## src/rtl/spi_pkg.sv

```systemverilog
// Shared definitions for the SPI master driver: command codes, FSM state
// encoding and the frame-width helper.
package spi_pkg;

   localparam logic [1:0] CMD_WR_ADDR = 2'b00;
   localparam logic [1:0] CMD_WR_DATA = 2'b01;
   localparam logic [1:0] CMD_RD_ADDR = 2'b10;
   localparam logic [1:0] CMD_RD_DATA = 2'b11;

   typedef enum logic [2:0] {
      ST_IDLE       = 3'd0,
      ST_SELECT     = 3'd1,
      ST_SHIFT_TX   = 3'd2,
      ST_TURNAROUND = 3'd3,
      ST_SHIFT_RX   = 3'd4,
      ST_GAP        = 3'd5
   } state_e;

   function automatic int frame_w(input int data_addr_size);
      return data_addr_size + 2;
   endfunction

endpackage

```

## src/rtl/spi_master_driver.sv

```systemverilog
// SPI master: serialises {cmd, din} frames onto SS_n/MOSI and captures read bytes
// from MISO. Optional RD_ADDR-before-RD_DATA check enabled by SPI_MASTER_RD_SEQ_CHECK_EN.
module spi_master_driver #(
   parameter int DATA_ADDR_SIZE  = 8,
   parameter int MISO_TURNAROUND = 2,
   parameter int IDLE_GAP        = 1
) (
   input  logic                      clk,
   input  logic                      rst_n,
   input  logic                      start,
   input  logic [1:0]                cmd,
   input  logic [DATA_ADDR_SIZE-1:0] din,
   output logic                      busy,
   output logic                      done,
   output logic [DATA_ADDR_SIZE-1:0] rd_data,
   output logic                      rd_valid,
   output logic                      err,
   output logic                      SS_n,
   output logic                      MOSI,
   input  logic                      MISO
);
   import spi_pkg::*;

   localparam int FRAME_W = frame_w(DATA_ADDR_SIZE);
   localparam int CNT_W   = $clog2(FRAME_W);
   localparam logic [CNT_W-1:0] TX_LAST  = CNT_W'(FRAME_W - 1);
   localparam logic [CNT_W-1:0] TA_LAST  = CNT_W'(MISO_TURNAROUND - 1);
   localparam logic [CNT_W-1:0] RX_LAST  = CNT_W'(DATA_ADDR_SIZE - 1);
   localparam logic [CNT_W-1:0] GAP_LAST = CNT_W'(IDLE_GAP - 1);

   state_e                    state_q, state_d;
   logic [CNT_W-1:0]          cnt_q, cnt_d;
   logic [FRAME_W-1:0]        tx_sr_q, tx_sr_d;
   logic [DATA_ADDR_SIZE-1:0] rx_sr_q, rx_sr_d;
   logic [DATA_ADDR_SIZE-1:0] rd_data_q, rd_data_d;
   logic [1:0]                cmd_q, cmd_d;
   logic                      ss_n_q, ss_n_d;
   logic                      mosi_q, mosi_d;
   logic                      busy_q, busy_d;
   logic                      done_q, done_d;
   logic                      rd_valid_q, rd_valid_d;
   logic                      frame_end_s;

   assign frame_end_s = (state_q == ST_GAP) && (cnt_q == GAP_LAST);

   // Next-state, shift registers and pin values; pins are registered, so they
   // lag the state by one cycle.
   always_comb begin
      state_d    = state_q;
      cnt_d      = cnt_q + CNT_W'(1);
      tx_sr_d    = tx_sr_q;
      rx_sr_d    = rx_sr_q;
      rd_data_d  = rd_data_q;
      cmd_d      = cmd_q;
      ss_n_d     = 1'b1;
      mosi_d     = 1'b0;
      done_d     = 1'b0;
      rd_valid_d = 1'b0;
      case (state_q)
         ST_IDLE: begin
            cnt_d = {CNT_W{1'b0}};
            if (start) begin
               state_d = ST_SELECT;
               cmd_d   = cmd;
               tx_sr_d = (cmd == CMD_RD_DATA) ? {cmd, {DATA_ADDR_SIZE{1'b0}}} : {cmd, din};
            end else begin
               state_d = ST_IDLE;
            end
         end
         ST_SELECT: begin
            ss_n_d  = 1'b0;
            mosi_d  = tx_sr_q[FRAME_W-1];
            cnt_d   = {CNT_W{1'b0}};
            state_d = ST_SHIFT_TX;
         end
         ST_SHIFT_TX: begin
            ss_n_d  = 1'b0;
            mosi_d  = tx_sr_q[FRAME_W-1];
            tx_sr_d = {tx_sr_q[FRAME_W-2:0], 1'b0};
            if (cnt_q == TX_LAST) begin
               cnt_d   = {CNT_W{1'b0}};
               state_d = (cmd_q == CMD_RD_DATA) ? ST_TURNAROUND : ST_GAP;
            end else begin
               state_d = ST_SHIFT_TX;
            end
         end
         ST_TURNAROUND: begin
            ss_n_d = 1'b0;
            if (cnt_q == TA_LAST) begin
               cnt_d   = {CNT_W{1'b0}};
               state_d = ST_SHIFT_RX;
            end else begin
               state_d = ST_TURNAROUND;
            end
         end
         ST_SHIFT_RX: begin
            ss_n_d  = 1'b0;
            rx_sr_d = {rx_sr_q[DATA_ADDR_SIZE-2:0], MISO};
            if (cnt_q == RX_LAST) begin
               rd_data_d = rx_sr_d;
               cnt_d     = {CNT_W{1'b0}};
               state_d   = ST_GAP;
            end else begin
               state_d = ST_SHIFT_RX;
            end
         end
         ST_GAP: begin
            if (frame_end_s) begin
               done_d     = 1'b1;
               rd_valid_d = (cmd_q == CMD_RD_DATA);
               cnt_d      = {CNT_W{1'b0}};
               state_d    = ST_IDLE;
            end else begin
               state_d = ST_GAP;
            end
         end
         default: begin
            cnt_d   = {CNT_W{1'b0}};
            state_d = ST_IDLE;
         end
      endcase
      busy_d = (state_d != ST_IDLE);
   end

   // State, datapath and output registers with synchronous reset.
   always_ff @(posedge clk) begin
      if (!rst_n) begin
         state_q    <= ST_IDLE;
         cnt_q      <= {CNT_W{1'b0}};
         tx_sr_q    <= {FRAME_W{1'b0}};
         rx_sr_q    <= {DATA_ADDR_SIZE{1'b0}};
         rd_data_q  <= {DATA_ADDR_SIZE{1'b0}};
         cmd_q      <= 2'b00;
         ss_n_q     <= 1'b1;
         mosi_q     <= 1'b0;
         busy_q     <= 1'b0;
         done_q     <= 1'b0;
         rd_valid_q <= 1'b0;
      end else begin
         state_q    <= state_d;
         cnt_q      <= cnt_d;
         tx_sr_q    <= tx_sr_d;
         rx_sr_q    <= rx_sr_d;
         rd_data_q  <= rd_data_d;
         cmd_q      <= cmd_d;
         ss_n_q     <= ss_n_d;
         mosi_q     <= mosi_d;
         busy_q     <= busy_d;
         done_q     <= done_d;
         rd_valid_q <= rd_valid_d;
      end
   end

`ifdef SPI_MASTER_RD_SEQ_CHECK_EN
   logic rd_addr_seen_q, rd_addr_seen_d;
   logic err_q, err_d;

   // Track RD_ADDR completion and flag RD_DATA accepted without one (sticky).
   always_comb begin
      rd_addr_seen_d = rd_addr_seen_q;
      err_d          = err_q;
      if ((state_q == ST_IDLE) && start && (cmd == CMD_RD_DATA) && !rd_addr_seen_q) begin
         err_d = 1'b1;
      end else begin
         err_d = err_q;
      end
      if (frame_end_s && (cmd_q == CMD_RD_ADDR)) begin
         rd_addr_seen_d = 1'b1;
      end else if (frame_end_s && (cmd_q == CMD_RD_DATA)) begin
         rd_addr_seen_d = 1'b0;
      end else begin
         rd_addr_seen_d = rd_addr_seen_q;
      end
   end

   // Sequence-check registers.
   always_ff @(posedge clk) begin
      if (!rst_n) begin
         rd_addr_seen_q <= 1'b0;
         err_q          <= 1'b0;
      end else begin
         rd_addr_seen_q <= rd_addr_seen_d;
         err_q          <= err_d;
      end
   end

   assign err = err_q;
`else
   assign err = 1'b0;
`endif

   assign busy     = busy_q;
   assign done     = done_q;
   assign rd_data  = rd_data_q;
   assign rd_valid = rd_valid_q;
   assign SS_n     = ss_n_q;
   assign MOSI     = mosi_q;

endmodule

```

## config.mk

```make
export PLATFORM = sky130hd
export DESIGN_NAME = spi_master_driver
export DESIGN_NICKNAME = d
export VERILOG_FILES = /design/src/rtl/spi_pkg.sv /design/src/rtl/spi_master_driver.sv
export SDC_FILE = /design/constraint.sdc
export NUM_CORES = 1
export LEC_CHECK = 0
export CAP_MARGIN = 40
export CORE_MARGIN = 1.5
export CORE_UTILIZATION = 23
export DETAILED_ROUTE_END_ITERATION = 7
export MAX_ROUTING_LAYER = met4
export PLACE_DENSITY = 0.4
export SLEW_MARGIN = 20
export SYNTH_ARGS = -nofsm -noshare
export SYNTH_HDL_FRONTEND = slang
export SYNTH_SLANG_ARGS = --single-unit
```

## constraint.sdc

```tcl
create_clock -name clk -period 1.65 [get_ports clk]
set_input_delay 0.4125 -clock clk [delete_from_list [all_inputs] [get_ports clk]]
set_output_delay 0.4125 -clock clk [all_outputs]
set_load 0.005 [all_outputs]
```

==> reports/metrics.yaml, run 1 <==
status: "complete, no violations"
worstPathCellList: "buf_12 -> or4b_4 -> a21oi_4 -> a22oi_1 -> a21oi_1"
length_of_the_first_detailed_routing_pass_in_iterations: 4
mapped_cells: 186
number_of_synthesized_flops_with_an_enable_pin: 0
globalRoute.totalOverflow: 0
crit_type: "flip-flop to flip-flop"
post-dp-hpwl_mm: 2.59
setup_repair_after_global_routing_missed_its_margin: "yes"
crit_fanout: 7
r2r_start: "state_q[1]$_SDFF_PN0_"
port_buffers: 26
routed-via-count: 1427
hold_slack_ps: 452
ff2ff_setup_slack_ps: 30
layout-drive-gt1-share: 0.248
worst_hold_class: "flip-flop to flip-flop"
timing.reg2reg.worst_path_depth: 5
grt_first_pass_wirelength_mm: 5.87
grt_pass1_vias: 1209
final_clock_skew_ps: 13.0
std_cell_rows: 31
fp.dieH_um: 88.8
crit_slowest_cell: "sky130_fd_sc_hd__or4b_4"
dp_worst_setup_slack_ps: -299
startpoint_type: "flip-flop"
synth_top_area_frac: 0.461
floorplan.die_area_um2: 7890
syn_nets: 203
power.density_nw_per_um2: 857
cp.arrival_ps: 1840
timing.critical_path.slowest_cell_delay_ps: 540
cp.buffers_inverters: 1
timing.final.hold_violations: 0
synth.yosys.seq_area_share: 0.461
synth_area_per_cell_um2: 9.11
irDropWorstVdd_mv: 0.261
critical-path-top-delay-family: "simple AND/OR/NAND/NOR gates"
synth_top_cells_by_count: "sky130_fd_sc_hd__dfxtp_1, sky130_fd_sc_hd__nand2_1, sky130_fd_sc_hd__a21oi_1"
reg2reg_to: "tx_sr_q[5]$_SDFFE_PN0P_"
top_level_ports: 28
tritoncts_num_sinks: 39
area_delta_synth_final_pct: 44.3
clock.fmax_mhz: 618
largest_net_degree_at_the_start_of_global_routing: 16
num_antenna_cells: 0
antenna_found_initial: 0
critPathLaunch: "state_q[1]$_SDFF_PN0_"
cts_made_buffers: 5
ctsHtreeMaxLevel: 2
worst_path_setup_slack_after_routing_ps: 33.0
netlist.top_cell.by_area: "sky130_fd_sc_hd__dfxtp_1"
holdBufCountCts: 0
cp-endpoint: "tx_sr_q[5]$_SDFFE_PN0P_"
synth.most_common_cell: "sky130_fd_sc_hd__dfxtp_1"
clkSlewWorstSetupHoldPaths_ps: 90
design.core.area_um2: 7180
yosysUniqueCellTypes: 40
finalSetupViolations: 0
report.final.slew_viol_count: 0
worst_skew_pair.late_latency_ps: 300
worstSetupPathDepth: 5
synthFlopType: "sky130_fd_sc_hd__dfxtp_1"
layout.nets: 254
synth-seq-cells: 39
drt_iter0_drc: 61
end_kind: "flip-flop"
cts.path.max_buffers: 2
routed_wire_length_per_instance_um: 11.0
yosysWarningCount: 0
clock_tree_from_tritoncts: "done"
detail-route-antenna-nets: 0
detail_route.vias_per_cell: 4.23
share_of_async_settable_or_async_resettable_flops_after_synthesis: 0
final_cell_area_um2: 2440
drt_wl_total_mm: 3.70
fillerInstances: 761
synth_cell_area_um2: 1690
final.min_clock_period_ps: 1620
worstPathRequired_ps: 1870
final_min_period_over_clock_period: 0.980
placement.cell_area_um2: 2210
grt_use_total: 0.101
starting_density_of_the_core: 0.236
dieWidth_um: 88.8
place_congestion: 0.768
remaining_drc_errors: 0
largest_cells_by_area_after_synthesis: "sky130_fd_sc_hd__dfxtp_1, sky130_fd_sc_hd__nand2_1, sky130_fd_sc_hd__a21oi_1"
leakage_nw: 0.896
cap_violations: 0
ctsRootBufferMaster: "sky130_fd_sc_hd__clkbuf_8"
[tightest hold or removal path: cells and delay by family, from the launching register on]
family	cells	cell delay, ps
AND/OR/NAND/NOR	1	50
flip-flops	1	310
AO/OA/AOI/OAI	1	50
[how the worst min path moves through the flow]
stage / from / endpoint / slack (ps) / cells past startpoint
final: cmd_q[1]$_SDFFE_PN0P_ / cmd_q[1]$_SDFFE_PN0P_ / 450 / 2
after global routing: cmd_q[0]$_SDFFE_PN0P_ / cmd_q[0]$_SDFFE_PN0P_ / 470 / 2
after CTS: tx_sr_q[6]$_SDFFE_PN0P_ / tx_sr_q[7]$_SDFFE_PN0P_ / 460 / 2
after detailed placement: tx_sr_q[6]$_SDFFE_PN0P_ / tx_sr_q[7]$_SDFFE_PN0P_ / 450 / 2
after global placement: cmd_q[1]$_SDFFE_PN0P_ / cmd_q[1]$_SDFFE_PN0P_ / 440 / 2
after floorplan: cmd_q[0]$_SDFFE_PN0P_ / cmd_q[0]$_SDFFE_PN0P_ / 430 / 2
[final cells by class]
cell class | count | area, um2 | area share
well taps | 99 | 124 | 0.0507
repair buffers | 55 | 518 | 0.212
flip-flops and latches | 39 | 788 | 0.322
clock inverters | 3 | 47.5 | 0.0194
multi-input cells | 130 | 876 | 0.358
inverters | 6 | 22.5 | 0.00921
clock buffers | 5 | 68.8 | 0.0281
[placed cells by master (no fill, tap or decap), types with 3 or more instances in the layout]
master / n
sky130_fd_sc_hd__nand2_1: 34
sky130_fd_sc_hd__buf_4: 26
sky130_fd_sc_hd__o21ai_0: 7
sky130_fd_sc_hd__nand2b_1: 4
sky130_fd_sc_hd__clkbuf_8: 5
sky130_fd_sc_hd__a22oi_2: 4
sky130_fd_sc_hd__nor3b_2: 3
sky130_fd_sc_hd__inv_1: 5
sky130_fd_sc_hd__a22oi_1: 3
sky130_fd_sc_hd__buf_12: 3
sky130_fd_sc_hd__xnor2_1: 3
sky130_fd_sc_hd__mux2i_1: 8
sky130_fd_sc_hd__dfxtp_1: 35
sky130_fd_sc_hd__dfxtp_2: 3
sky130_fd_sc_hd__a21oi_1: 16
sky130_fd_sc_hd__clkdlybuf4s50_1: 25
sky130_fd_sc_hd__nor2_1: 14
[repair_timing]
item                                    4_1_cts  5_1_grt
pin swaps                                     1       10
resized for setup                             0       18
endpoints found under the setup margin        1       12
cloned                                        0        0
setup buffers                                 0        7
endpoints found under the hold margin         0        0
[power by group]
part | internal [mW] | switching, mW
clock network | 0.459 | 0.374
logic | 0.154 | 0.118
registers | 0.973 | 0.0178
total | 1.58 | 0.511
[registers in the layout, indices dropped and copies added (netlist names), 2 cells and up]
name and cells:
cmd_q 2, rx_sr_q 7, cnt_q 4, state_q 3, tx_sr_q 10, rd_data 8
[through the flow]
stage | power [mW] | utilization | TNS, ps | instances
4_1_cts | 2.11 | 0.324 | 0 | 330
3_3_place_gp | 1.25 | 0.308 | -3110 | 322
5_1_grt | 2.20 | 0.341 | -76.4 | 337
6_report | 2.10 | 0.341 | 0 | 337
3_5_place_dp | 1.25 | 0.308 | -2810 | 322
2_1_floorplan | 1.13 | - | 0 | 186
[cells by family (layout without fill, tap and decap cells)]
group / after synthesis / in the layout / synth area share
adder cells (fa/ha/maj): 3 / 3 / 0.0222
AO/OA/AOI/OAI: 40 / 40 / 0.154
AND/OR/NAND/NOR: 73 / 73 / 0.229
other: 1 / 1 / 0.00221
multiplexers: 9 / 9 / 0.0539
buffers and inverters: 17 / 69 / 0.0569
XOR/XNOR: 4 / 4 / 0.0207
flip-flops: 39 / 39 / 0.461
[routing by layer]
layer / vias up / wire (um) / track usage
met5: - / 0 / -
met4: 0 / 57 / 0.0384
met3: 4 / 141 / 0.0280
met2: 29 / 1590 / 0.132
met1: 656 / 1910 / 0.144
li1: 738 / - / -
Power figures use the tool's default switching activity.
==> run 2, diff against run 1 <==
--- a/config.mk
+++ b/config.mk
@@ -5,6 +5,7 @@
 export SDC_FILE = /design/constraint.sdc
 export NUM_CORES = 1
 export LEC_CHECK = 0
+export ABC_CLOCK_PERIOD_IN_PS = 1650
 export CAP_MARGIN = 40
 export CORE_MARGIN = 1.5
 export CORE_UTILIZATION = 23
==> results of run 2 <==
The final DEF is identical to that of run 1; final timing and power are the same.
==> variant 1 (flow settings as in run 2) <==
The 6 states of `state_e` get a Gray code encoding in 3 bits.
--- a/src/rtl/spi_pkg.sv
+++ b/src/rtl/spi_pkg.sv
@@ -10,8 +10,8 @@
    typedef enum logic [2:0] {
-      ST_IDLE       = 3'd0,
-      ST_SELECT     = 3'd1,
-      ST_SHIFT_TX   = 3'd2,
-      ST_TURNAROUND = 3'd3,
-      ST_SHIFT_RX   = 3'd4,
-      ST_GAP        = 3'd5
+      ST_IDLE       = 3'b000,
+      ST_SELECT     = 3'b001,
+      ST_SHIFT_TX   = 3'b011,
+      ST_TURNAROUND = 3'b010,
+      ST_SHIFT_RX   = 3'b110,
+      ST_GAP        = 3'b111
    } state_e;
Formal check against the unedited RTL: same outputs for any inputs over 10 cycles, from zero or initial values and one cycle with rst_n low; not proved beyond that.
==> variant 1 against run 2 <==
  * Count of clock-buffer cells in the layout is the same
  * Sequential cell count is the same
  * Largest power group unchanged
  * Wire length shrank 3.8%
  * Area after synthesis shrank 6.2%
  * Hold slack lost 0.015 ns
  * Highest routed layer unchanged
  * Total power shrank 10%
  * Design area shrank 9.9%
  * Setup slack gained 0.054 ns
  * Cell count shrank 12%
  * Sequential share of layout area grew 3.4 points
  * Largest cell class is now flip-flops and latches
==> variant 1: results (changes against run 2) <==
\begin{tabular}{lr}
\hline
Metric & Value \\
\hline
\multicolumn{2}{l}{\textbf{Status}} \\
\quad Result of the run & completed (unchanged) \\
\multicolumn{2}{l}{\textbf{Logic synthesis}} \\
\quad Distinct cells, synth & 33 (was 40) \\
\quad List of most frequent post-synthesis cells & dfxtp\_1 (39), nand2\_1 (21), nor2\_1 (19) (was dfxtp\_1 (39), nand2\_1 (34), a21oi\_1 (16)) \\
\quad Sequential fraction of the synthesis area & 49.1\% (was 46.1\%) \\
\multicolumn{2}{l}{\textbf{Cells and area}} \\
\quad \# nets final & 232 (was 254) \\
\quad Ratio of cells with drive above 1 in the final layout & 18.1\% (was 24.8\%) \\
\multicolumn{2}{l}{\textbf{Pwr}} \\
\quad IR Drop Worst-Case VDD & 0.275 mV (was 0.261 mV) \\
\quad Sw Share & 26.1\% (was 24.4\%) \\
\quad Leak & 0.838 nW (was 0.896 nW) \\
\multicolumn{2}{l}{\textbf{Worst setup path}} \\
\quad Gate family responsible for the most delay along the worst path & buffers and inverters (was simple AND/OR/NAND/NOR gates) \\
\quad Crit path DAT & 1.15 ns (was 1.84 ns) \\
\quad R2R setup slack & 0.13 ns (was 0.03 ns) \\
\quad Delay contributed by the slowest stage of the critical path & 0.51 ns (was 0.54 ns) \\
\quad Reg-to-Reg End & busy\$\_SDFF\_PN0\_ (was tx\_sr\_q[5]\$\_SDFFE\_PN0P\_) \\
\quad Slowest cell on crit path & clkdlybuf4s50\_1 (was or4b\_4) \\
\quad Worst setup path startpoint & rd\_data[7]\$\_SDFFE\_PN0N\_ (was state\_q[1]\$\_SDFF\_PN0\_) \\
\quad Reg-to-Reg Start & cnt\_q[1]\$\_SDFF\_PN0\_ (was state\_q[1]\$\_SDFF\_PN0\_) \\
\multicolumn{2}{l}{\textbf{Min path}} \\
\quad Hold path startpoint & tx\_sr\_q[9]\$\_SDFFE\_PN0P\_ (was cmd\_q[1]\$\_SDFFE\_PN0P\_) \\
\quad Worst min-delay path endpoint & MOSI\$\_SDFF\_PN0\_ (was cmd\_q[1]\$\_SDFFE\_PN0P\_) \\
\multicolumn{2}{l}{\textbf{Timing}} \\
\quad Worst clock skew & 0.00631 ns (was 0.0130 ns) \\
\multicolumn{2}{l}{\textbf{Global routing}} \\
\quad Via count of the first global-routing pass & 1262 (was 1209) \\
\quad Global router's overall resource usage & 10.9\% (was 10.1\%) \\
\quad Pin count of the biggest net entering global routing & 29 (was 16) \\
\multicolumn{2}{l}{\textbf{Routing}} \\
\quad WL per Instance & 12.0 um (was 11.0 um) \\
\quad Mean number of vias per cell & 4.45 (was 4.23) \\
\hline
\end{tabular}
[variant 1: stage by stage]
stage               hold slack, ns  setup slack, ns  total power [mW]  std cells
CTS                          0.442           0.0242              1.90        296
global placement             0.432           -0.345              1.24        288
floorplan                    0.414            0.152              1.12        171
finish                       0.438           0.0870              1.88        296
detailed placement           0.432           -0.362              1.23        288
global route                 0.465          -0.0127              1.97        296
[variant 1: final cells by class]
class / instances / area, um2
fillers: 689 / 4520
inverters: 6 / 22.5
clock inverters: 3 / 20.0
flip-flops and latches: 39 / 785
repair buffers: 47 / 445
clock buffers: 5 / 68.8
well taps: 80 / 100
multi-input cells: 116 / 762
[variant 1: how the worst max path moves through the flow]
stage                         endpoint  slack (ns)  cells after the start
6_report                    rd_data[7]        0.09                      1
2_1_floorplan  tx_sr_q[6]$_SDFFE_PN0P_        0.15                      5
5_1_grt                busy$_SDFF_PN0_       -0.01                      8
3_3_place_gp   tx_sr_q[7]$_SDFFE_PN0P_       -0.34                      5
4_1_cts        rd_data[1]$_SDFFE_PN0N_        0.02                      7
3_5_place_dp   tx_sr_q[5]$_SDFFE_PN0P_       -0.36                      5
[variant 1: metal layers]
layer / vias to the layer above / routed length, um / track usage (%)
li1: 678 / - / -
met4: 0 / 78 / 5.28
met3: 7 / 140 / 2.89
met1: 605 / 1760 / 14.1
met2: 26 / 1580 / 15.7
met5: - / 0 / -
[variant 1: power by group through the flow]
stage               clock (mW)  sequential [mW]  combinational, mW
finish                   0.666            0.996              0.220
global route             0.725             1.00              0.245
CTS                      0.690            0.994              0.219
detailed placement           0             1.02              0.219
global placement             0             1.02              0.221
floorplan                    0             1.01              0.110
[variant 1: cells by family (layout without fill, tap and decap cells)]
family          Yosys count  in the layout  synth area share, %
compound gates           32             32                 13.2
xor+xnor                  3              3                 1.65
fa+ha+maj                 3              3                 2.36
buf+inv                  16             61                 5.12
flops                    39             39                 49.1
mux                      15             15                 9.45
other cells               1              1                0.236
simple gates             62             62                 18.8
[variant 1: repair_timing]
action	in CTS	in global routing
resized for setup	2	9
pin swaps	0	1
hold buffers	0	0
endpoints found under the setup margin	8	12
[variant 1: worst reg2reg max path: cells and delay by family, from the launching register on]
family / cells / cell delay (ns)
and+or+nand+nor: 3 / 0.52
buffers and inverters: 3 / 0.36
DFF: 1 / 0.31
adders and majority gates: 1 / 0.14
AOI/OAI and AO/OA: 1 / 0.06
==> variant 2 (settings of run 2) <==
Made on the original files. The option `SPI_MASTER_RD_SEQ_CHECK_EN` is turned on by a define.
--- a/src/rtl/spi_master_driver.sv
+++ b/src/rtl/spi_master_driver.sv
@@ -2,2 +2,4 @@
 // from MISO. Optional RD_ADDR-before-RD_DATA check enabled by SPI_MASTER_RD_SEQ_CHECK_EN.
+`define SPI_MASTER_RD_SEQ_CHECK_EN
+
 module spi_master_driver #(
Formal check against the unedited RTL: not equivalent (Yosys sat finds a counterexample within 4 cycles, from zero or initial values and one cycle with rst_n low).
==> variant 2 against run 2 <==
  * The flow now finishes with violations (negative setup slack)
  * Wire length increased by 14%
  * Area after synthesis rose by 3.5%
  * Total power grew 2.9%
  * Sequential cell count rose by 2
  * Global-route usage rose by 0.87 points
  * Design area increased by 5.3%
  * Sequential share of layout area shrank 0.059 points
  * Setup slack got worse by 0.040 ns
  * Synthesized cell count up 1.1%
  * Critical path depth increased by 3
  * Maximum frequency fell by 2.4%
  * Clock power down 0.5%
  * Sequential power increased by 6%
  * Largest cell class unchanged
  * Highest routed layer unchanged
==> variant 2: results (changes against run 2) <==
\begin{tabular}{lr}
\hline
Metric & Value \\
\hline
\multicolumn{2}{l}{\textbf{Global routing}} \\
\quad Global router's overall resource usage & 10.9\% (was 10.1\%) \\
\quad Via count of the first global-routing pass & 1430 (was 1209) \\
\quad Global routing met3 resource utilization & 2.53\% (was 2.80\%) \\
\quad Global-route met2 utilization & 15.8\% (was 13.2\%) \\
\quad Pin count of the biggest net entering global routing & 21 (was 16) \\
\quad Met1 layer usage reported by global route & 15.0\% (was 14.4\%) \\
\quad Wire length of the first global-routing pass & 6.98 mm (was 5.87 mm) \\
\multicolumn{2}{l}{\textbf{Cells and area}} \\
\quad Final Cell Area & 2570 um2 (was 2440 um2) \\
\multicolumn{2}{l}{\textbf{Status}} \\
\quad Failing checks & negative setup slack \\
\quad Result of the run & finished with violations (was completed) \\
\multicolumn{2}{l}{\textbf{Pwr}} \\
\quad Leak & 0.945 nW (was 0.896 nW) \\
\quad Sw Share & 24.3\% (was 24.4\%) \\
\quad IR Drop Worst-Case VDD & 0.290 mV (was 0.261 mV) \\
\multicolumn{2}{l}{\textbf{Placed design}} \\
\quad Number of port buffers & 27 (was 26) \\
\quad Weighted congestion reported at the end of routability-driven placement & 0.789 (was 0.768) \\
\quad Total instance count after detailed placement & 339 (was 322) \\
\multicolumn{2}{l}{\textbf{Timing}} \\
\quad Endpoints failing setup & 2 (was 0) \\
\quad Total negative slack & -0.0143 ns (was 0 ns) \\
\quad Post-layout worst setup margin & -0.00735 ns (was 0.0330 ns) \\
\multicolumn{2}{l}{\textbf{Logic synthesis}} \\
\quad Sequential fraction of the synthesis area & 46.8\% (was 46.1\%) \\
\quad Avg Cell Area, Syn & 9.33 um2 (was 9.11 um2) \\
\quad Top cells by area, synth & dfxtp\_1 (47\%), mux2i\_1 (9.1\%), nor2\_1 (5.1\%) (was dfxtp\_1 (46\%), nand2\_1 (7.5\%), a21oi\_1 (4.7\%)) \\
\quad List of most frequent post-synthesis cells & dfxtp\_1 (41), nor2\_1 (24), nand2\_1 (23) (was dfxtp\_1 (39), nand2\_1 (34), a21oi\_1 (16)) \\
\quad Syn\_nets & 205 (was 203) \\
\quad Distinct cells, synth & 39 (was 40) \\
\multicolumn{2}{l}{\textbf{Worst setup path}} \\
\quad Crit path DAT & 1.82 ns (was 1.84 ns) \\
\quad Delay contributed by the slowest stage of the critical path & 0.39 ns (was 0.54 ns) \\
\quad Slowest cell on crit path & o41ai\_2 (was or4b\_4) \\
\multicolumn{2}{l}{\textbf{Routing}} \\
\quad Routed vias & 1491 (was 1427) \\
\quad Met3 WL post-DR & 106 um (was 141 um) \\
\hline
\end{tabular}
==> variant 2: logic make-up after synthesis <==
| group | Yosys count | synth area share, % |
|---|---|---|
| compound gates | 31 | 12.6 |
| xor+xnor | 4 | 2.00 |
| fa+ha+maj | 3 | 2.14 |
| buf+inv | 18 | 5.42 |
| flops | 41 | 46.8 |
| mux | 16 | 9.13 |
| simple gates | 75 | 22.0 |
==> variant 2: path summary, 6_finish.rpt <==
check	startpoint	to	slack [ns]	depth (start not counted)
worst min-delay path	tx_sr_q[1]$_SDFFE_PN0P_	tx_sr_q[2]$_SDFFE_PN0P_	0.46	2
worst min register to register	tx_sr_q[1]$_SDFFE_PN0P_	tx_sr_q[2]$_SDFFE_PN0P_	0.46	2
worst max register to register	cnt_q[1]$_SDFF_PN0_	busy$_SDFF_PN0_	-0.007	8
worst max-delay path	cnt_q[1]$_SDFF_PN0_	busy$_SDFF_PN0_	-0.007	8
==> variant 2: power by group through the flow <==
stage / clock network, mW / registers, mW / logic, mW
floorplan: 0 / 1.06 / 0.122
global placement: 0 / 1.07 / 0.264
detailed placement: 0 / 1.07 / 0.264
CTS: 0.854 / 1.04 / 0.268
global route: 0.896 / 1.05 / 0.309
finish: 0.829 / 1.05 / 0.281
==> variant 2: area by class of cell <==
cell class,count,share of cell area [%]
Inverter,9,1.31
Multi-Input combinational cell,129,35.5
Clock buffer,6,2.82
Timing Repair Buffer,63,21.8
Sequential cell,41,32.2
Tap cell,99,4.81
Clock inverter,2,1.51
==> variant 2: timing repair <==
action                                  in CTS  in global routing
pin swaps                                    0                  7
resized for setup                            4                 24
hold endpoints to repair                     0                  0
buffers inserted                             0                  2
hold buffers                                 0                  0
endpoints found under the setup margin      19                 24
